===== config.mk =====
export PLATFORM = sky130hd
export DESIGN_NAME = bcd_stopwatch_core
export DESIGN_NICKNAME = d
export VERILOG_FILES = /design/src/rtl/bcd_stopwatch_core.sv
export SDC_FILE = /design/constraint.sdc
export NUM_CORES = 1
export LEC_CHECK = 0
export ABC_CLOCK_PERIOD_IN_PS = 2800
export CORE_UTILIZATION = 58
export DETAILED_ROUTE_END_ITERATION = 6
export HOLD_SLACK_MARGIN = 0.02
export PLACE_DENSITY = 0.86
export SYNTH_ARGS = -nofsm -noshare
export SYNTH_HDL_FRONTEND = slang
export SYNTH_SLANG_ARGS = --single-unit

===== constraint.sdc =====
create_clock -name i_w_clk -period 2.8 [get_ports i_w_clk]
set_input_delay 0.56 -clock i_w_clk [delete_from_list [all_inputs] [get_ports i_w_clk]]
set_output_delay 0.56 -clock i_w_clk [all_outputs]
set_load 0.05 [all_outputs]

===== src/rtl/bcd_stopwatch_core.sv =====
// Stopwatch core: prescaled 4-digit BCD up-counter with run/pause/lap/clear control.
// Feeds 16 bits of BCD plus a decimal-point mask to the multiplexed display driver.
module bcd_stopwatch_core #(
  parameter int unsigned TICK_DIV = 4,
  parameter int unsigned DP_POS   = 2
) (
  input  logic        i_w_clk,
  input  logic        i_w_reset,
  input  logic        i_w_start_stop,
  input  logic        i_w_clear,
  input  logic        i_w_lap,
  output logic [15:0] o_r_digits,
  output logic [3:0]  o_r_dp_mask,
  output logic        o_r_running,
  output logic        o_r_wrap
);

  typedef enum logic [1:0] {
    StIdle,
    StRun,
    StLap,
    StPause
  } state_e;

  localparam logic [15:0] TickMax = 16'(TICK_DIV - 1);
  localparam logic [3:0]  DpMask  = 4'(1 << DP_POS);

  state_e      state_q;
  logic [15:0] presc_q;
  logic [15:0] count_q;
  logic [15:0] snap_q;
  logic [15:0] digits_q;
  logic        running_q;
  logic        wrap_q;
  logic        ss_prev_q;
  logic        clr_prev_q;
  logic        lap_prev_q;

  logic        ss_edge;
  logic        clr_edge;
  logic        lap_edge;
  logic        active;
  logic        tick;
  logic        all_nines;
  logic [15:0] count_inc;
  logic        carry;

  always_comb begin
    ss_edge   = i_w_start_stop & ~ss_prev_q;
    clr_edge  = i_w_clear & ~clr_prev_q;
    lap_edge  = i_w_lap & ~lap_prev_q;
    active    = (state_q == StRun) || (state_q == StLap);
    tick      = active && (presc_q == TickMax);
    all_nines = (count_q == 16'h9999);
  end

  // Ripple BCD increment: a 9 rolls to 0 and passes the carry upward.
  always_comb begin
    count_inc = count_q;
    carry     = 1'b1;
    for (int i = 0; i < 4; i++) begin
      if (carry) begin
        if (count_q[4*i +: 4] == 4'd9) begin
          count_inc[4*i +: 4] = 4'd0;
        end else begin
          count_inc[4*i +: 4] = count_q[4*i +: 4] + 4'd1;
          carry               = 1'b0;
        end
      end
    end
  end

  always_ff @(posedge i_w_clk or negedge i_w_reset) begin
    if (!i_w_reset) begin
      state_q    <= StIdle;
      presc_q    <= 16'd0;
      count_q    <= 16'd0;
      snap_q     <= 16'd0;
      digits_q   <= 16'd0;
      running_q  <= 1'b0;
      wrap_q     <= 1'b0;
      // History starts high so a button held through reset produces no edge.
      ss_prev_q  <= 1'b1;
      clr_prev_q <= 1'b1;
      lap_prev_q <= 1'b1;
    end else begin
      ss_prev_q  <= i_w_start_stop;
      clr_prev_q <= i_w_clear;
      lap_prev_q <= i_w_lap;
      wrap_q     <= 1'b0;
      digits_q   <= (state_q == StLap) ? snap_q : count_q;

      if (clr_edge) begin
        state_q   <= StIdle;
        presc_q   <= 16'd0;
        count_q   <= 16'd0;
        snap_q    <= 16'd0;
        running_q <= 1'b0;
      end else begin
        if (active) begin
          presc_q <= tick ? 16'd0 : presc_q + 16'd1;
        end else if (state_q == StIdle) begin
          presc_q <= 16'd0;
        end

        // A tick coinciding with start_stop still lands before the state change.
        if (tick) begin
          count_q <= count_inc;
          wrap_q  <= all_nines;
        end

        case (state_q)
          StIdle: begin
            if (ss_edge) begin
              state_q   <= StRun;
              running_q <= 1'b1;
            end
          end
          StRun: begin
            if (ss_edge) begin
              state_q   <= StPause;
              running_q <= 1'b0;
            end else if (lap_edge) begin
              state_q <= StLap;
              snap_q  <= count_q;
            end
          end
          StLap: begin
            if (ss_edge) begin
              state_q   <= StPause;
              running_q <= 1'b0;
            end else if (lap_edge) begin
              state_q <= StRun;
            end
          end
          StPause: begin
            if (ss_edge) begin
              state_q   <= StRun;
              running_q <= 1'b1;
            end
          end
          default: begin
            state_q   <= StIdle;
            running_q <= 1'b0;
          end
        endcase
      end
    end
  end

  assign o_r_digits  = digits_q;
  assign o_r_dp_mask = DpMask;
  assign o_r_running = running_q;
  assign o_r_wrap    = wrap_q;

endmodule


### Word-level counts from Yosys, hierarchy flattened

Cells that the tools add are included.

| storage, ports and cells | value |
|---|---|
| output and inout port bits | 22 |
| bits of input ports | 5 |
| logic and storage cells | 92 |
| bits in registers | 71 |

| cells by class | value |
|---|---|
| $add $sub $neg | 5 |
| equal/unequal tests | 14 |
| reductions and logical operators | 18 |
| multiplexer cells | 36 |
| bitwise logic cells | 6 |

Operator list:

| cell | count |
|---|---|
| $mux W16 | 11 |
| $mux W4 | 7 |
| $add A16 B1 Y16 const B | 1 |
| $add A4 B1 Y4 const B | 4 |
| $eq A16 B16 Y1 const B | 1 |
| $eq A16 B2 Y1 const B | 1 |
| $eq A4 B4 Y1 const B | 4 |
| $mux W2 | 6 |
| $reduce_bool A2 Y1 | 6 |
| $mux W1 | 10 |
| $ne A4 B4 Y1 const B | 2 |
| $reduce_and A2 Y1 | 4 |
| $ne A3 B1 Y1 const B | 2 |
| $pmux W2 S3 | 1 |
| $reduce_and A3 Y1 | 2 |
| $eq A2 B2 Y1 const B | 2 |
| $reduce_or A2 Y1 | 2 |
| $and A1 B1 Y1 | 3 |
| $not A1 Y1 | 3 |
| $reduce_bool A3 Y1 | 1 |
| $eq A2 B1 Y1 const B | 1 |
| $logic_not A2 Y1 | 1 |
| $ne A2 B1 Y1 const B | 1 |
| $pmux W1 S2 | 1 |
| 2 further kinds | 2 |

### Depth between registers and ports, before layout

| depth | value |
|---|---|
| depth in word-level cells | 7 |
| depth in mapped cells | 8 |
| depth with buffers taken out | 7 |

### Worst setup path after synthesis

OpenSTA, ideal clock, no wires.

| path | value |
|---|---|
| path type | register to register |
| start point | register state_q[0] |
| end point | register count_q[6] |
| library setup time | 0.120 ns |
| period minus slack after synthesis | 2.391 ns |
| path slack | 0.409 ns |
| buffers on the path | 1 |
| stages on the path, launching flop included | 9 |
| arrival time | 2.271 ns |
| cells stage by stage | dfrtp_1 inv_1 ha_1 or4b_1 or4_1 buf_2 nor2_2 a21oi_1 a31o_1 |

| between the ends | value |
|---|---|
| longest elaborated chain between the ends | 5 |
| elaborated cells between the ends (all ways) | 6 |

Ends and longest elaborated chain:

| what | RTL line | text |
|---|---|---|
| start, declared | 28 | `state_e state_q;` |
| start signal, assigned | 75 | `state_q <= StIdle;` |
| start signal, assigned | 94 | `state_q <= StIdle;` |
| start signal, assigned | 115 | `state_q <= StRun;` |
| $eq A2 B1 Y1 / $eq A2 B2 Y1 (equally long branches) | 52 | `active = (state_q == StRun) \|\| (state_q == StLap);` |
| $logic_or A1 B1 Y1 * | 52 |  |
| $logic_and A1 B1 Y1 * | 53 | `tick = active && (presc_q == TickMax);` |
| $reduce_bool A2 Y1 (no source line) * | -- |  |
| $reduce_and A2 Y1 (no source line) * | -- |  |
| end signal, assigned | 108 | `count_q <= count_inc;` |
| end, declared | 30 | `logic [15:0] count_q;` |

Mark *: on every way between the ends. The rest lies on a longest branch, timed or not.
A chain may end at the register's enable or synchronous reset.

### Final worst setup path

| path | value |
|---|---|
| start point | register state_q[1] |
| end point | register count_q[6] |

The elaborated chain is that of the path after synthesis.

==> impl_metrics.json <==
{
  "status": "complete, no violations",
  "place_area_um2": 3670,
  "routed_via_density": 5.90,
  "maxSlewHeadroom_pct": 61.6,
  "synthesis.area_um2": 3390,
  "hold_violations": 0,
  "hold_class": "in2async",
  "fillers": 390,
  "critPathMaxFanout": 7,
  "setup_viol": 0,
  "routabilityCongestion": 0.822,
  "drc": 0,
  "grt_overflow": 0,
  "post_cts_buffers": 0,
  "totalWireLength_um": 6890,
  "grt_max_degree": 33,
  "leakagePower_nw": 1.75,
  "ys_seq_area_share_pct": 52.5,
  "top_layer": "met4",
  "power_per_cell_area_nw_per_um2": 737,
  "post-dp-hpwl_um": 4610,
  "grt_pass1_wl_um": 11800,
  "setup_slack_ps": 171,
  "grt_pass1_vias": 2571,
  "insertion_delay_ps": 350,
  "die_height_um": 78.5,
  "critPathArrivalTime_ps": 2880,
  "postRouteAntennaNets": 0,
  "mostFrequentLayoutCell": "dfrtp_1",
  "vias": 2648,
  "ys_ff_latch": 71,
  "dp_slack_ps": 192,
  "route.met3.wl_um": 308,
  "met2WireLength_um": 3560,
  "clock.fmax_ghz": 0.380,
  "clock_path_buffers": 2,
  "area_growth_pct": 15.0,
  "antenna_found_initial": 0,
  "stdcell_count": 449,
  "cp.required_ps": 3050,
  "startpoint_type": "flip-flop",
  "core-area_um2": 5570,
  "wl_per_cell_um": 15.3,
  "clock_skew_ps": 12.3,
  "diodes": 0,
  "ys.flop_type": "dfrtp_1",
  "dr.pass1.iters": 4,
  "io_pins": 27,
  "ys_top_cells_by_area": "dfrtp_1 (50%), nand2_1 (6.2%), ha_1 (4.4%)",
  "path_clk_slew_ps": 80,
  "async_flop_share_pct": 100,
  "worst_pin_slew_ps": 576,
  "slew_violations": 0,
  "layout_common_cells": "dfrtp_1 (68), nand2_1 (56), o21ai_0 (30)",
  "total_power_mw": 2.88,
  "fp.dieArea_um2": 6160,
  "drt_iter0_markers": 196,
  "cts_tree": "yes",
  "yosysTopAreaCell": "dfrtp_1",
  "maxCapViolCount": 0,
  "synth_top_area_share_pct": 50.2,
  "vdd.ir_drop.worst_uv": 464,
  "final_layout_size_suffix_gt1_share_pct": 12.5,
  "cts_buffers": 9,
  "finalCriticalPeriod_ps": 2630,
  "start_util_pct": 60.8,
  "grt_usage_pct": 25.1,
  "fin_nets": 389,
  "timing.setup.tns_ps": 0,
  "synth_cell_types": 40,
  "rows": 27,
  "cts_max_level": 3,
  "rrSetupSlack_ps": 170,
  "worst_setup_path_end_kind": "flip-flop",
  "io_buffers": 22,
  "placed_cells": 433,
  "clkSinkCount": 71,
  "rsz0062_at_grt": "false",
  "root_buffer": "clkbuf_8",
  "final_area_um2": 3900,
  "synth_warnings": 0,
  "wl_met1_um": 2900,
  "die_x_um": 78.5,
  "synth_edf_count": 0,
  "critical_path_class": "reg2reg",
  "syn-mean-instance-area_um2": 9.69,
  "syn_inst": 350,
  "fin_crit_sh_pct": 93.9
}
cell families (layout without fill, tap and decap cells):
family | Yosys count | count (layout) | share of synthesized area [%]
fa+ha+maj | 12 | 12 | 4.43
simple gates | 138 | 138 | 20.0
mux | 18 | 18 | 5.76
buf+inv | 33 | 58 | 4.35
compound gates | 76 | 76 | 12.7
flops | 71 | 71 | 52.5
other cells | 2 | 4 | 0.221
synthesized netlist by cell type, types with 2 or more instances:
master and n:
inv_1 11, or3_1 11, or4_1 3, or4b_1 2
ha_1 12, nor4_1 3, dfrtp_1 68, nand3b_1 2
dfstp_2 3, a21oi_1 24, a21o_1 2, nand4_1 3
and3_1 3, nor2b_1 3, nor2_1 18, o31ai_1 6
nor3_1 12, and3b_1 3, mux2_2 12, a31oi_1 8
nand2b_1 2, mux2i_1 6, buf_1 2, clkbuf_1 14
nand3_1 14, o21ai_0 30, buf_4 4, conb_1 2
nand2_1 56
metal layers:
metal  up-vias  GRT usage, %
met2        61          42.4
li1       1267             -
met3        14          7.09
met1      1306          29.4
met5         -             0
met4         0          11.9
report_power, final:
group	internal [mW]	switching, mW	total, mW
registers	1.10	0.0595	1.15
clock network	0.504	0.398	0.902
logic	0.285	0.533	0.819
worst paths after layout:
check                                        from                       to  cells after the start
max in group asynchronous               i_w_reset  count_q[12]$_DFFE_PN0P_                      2
max reg2reg                state_q[1]$_DFFE_PN0P_   count_q[6]$_DFFE_PN0P_                      7
min reg2reg                 snap_q[3]$_DFFE_PN0P_    snap_q[3]$_DFFE_PN0P_                      2
max                        state_q[1]$_DFFE_PN0P_   count_q[6]$_DFFE_PN0P_                      7
min in group i_w_clk        snap_q[3]$_DFFE_PN0P_    snap_q[3]$_DFFE_PN0P_                      2
min                                     i_w_reset    snap_q[4]$_DFFE_PN0P_                      1
what timing repair did:
action                     in CTS  in global routing
hold buffers                    0                  0
resized for setup               0                  1
setup endpoints to repair       0                  1
sequential cells by signal, indices dropped and copies added, names as in the netlist:
| register | count |
|---|---|
| clr_prev_q | 1 |
| count_q | 16 |
| lap_prev_q | 1 |
| o_r_digits | 16 |
| o_r_running | 1 |
| o_r_wrap | 1 |
| presc_q | 16 |
| snap_q | 16 |
| ss_prev_q | 1 |
| state_q | 2 |
through the flow:
step	utilization (%)	hold WS, ps
5_1_grt	69.9	230
2_1_floorplan	-	264
6_report	69.9	193
3_3_place_gp	65.9	456
3_5_place_dp	65.9	467
4_1_cts	69.9	207
critical path: stages, from the launching register on:
cell and delay [ps]:
dfrtp_1 370, inv_1 80, ha_1 380, or4b_1 520, or4_1 640, nor2_2 250
a21oi_1 100, a31o_1 190
layout make-up:
class                           instances  area (µm²)  area share [%]
Clock inverter                          7        96.3            2.47
Multi-Input combinational cell        248        1480            38.1
Inverter                               11        41.3            1.06
Tap cell                               72        90.1            2.31
Sequential cell                        71        1780            45.7
Timing Repair Buffer                   31         283            7.25
Clock buffer                            9         124            3.18
(Power assumes the default switching activity.)
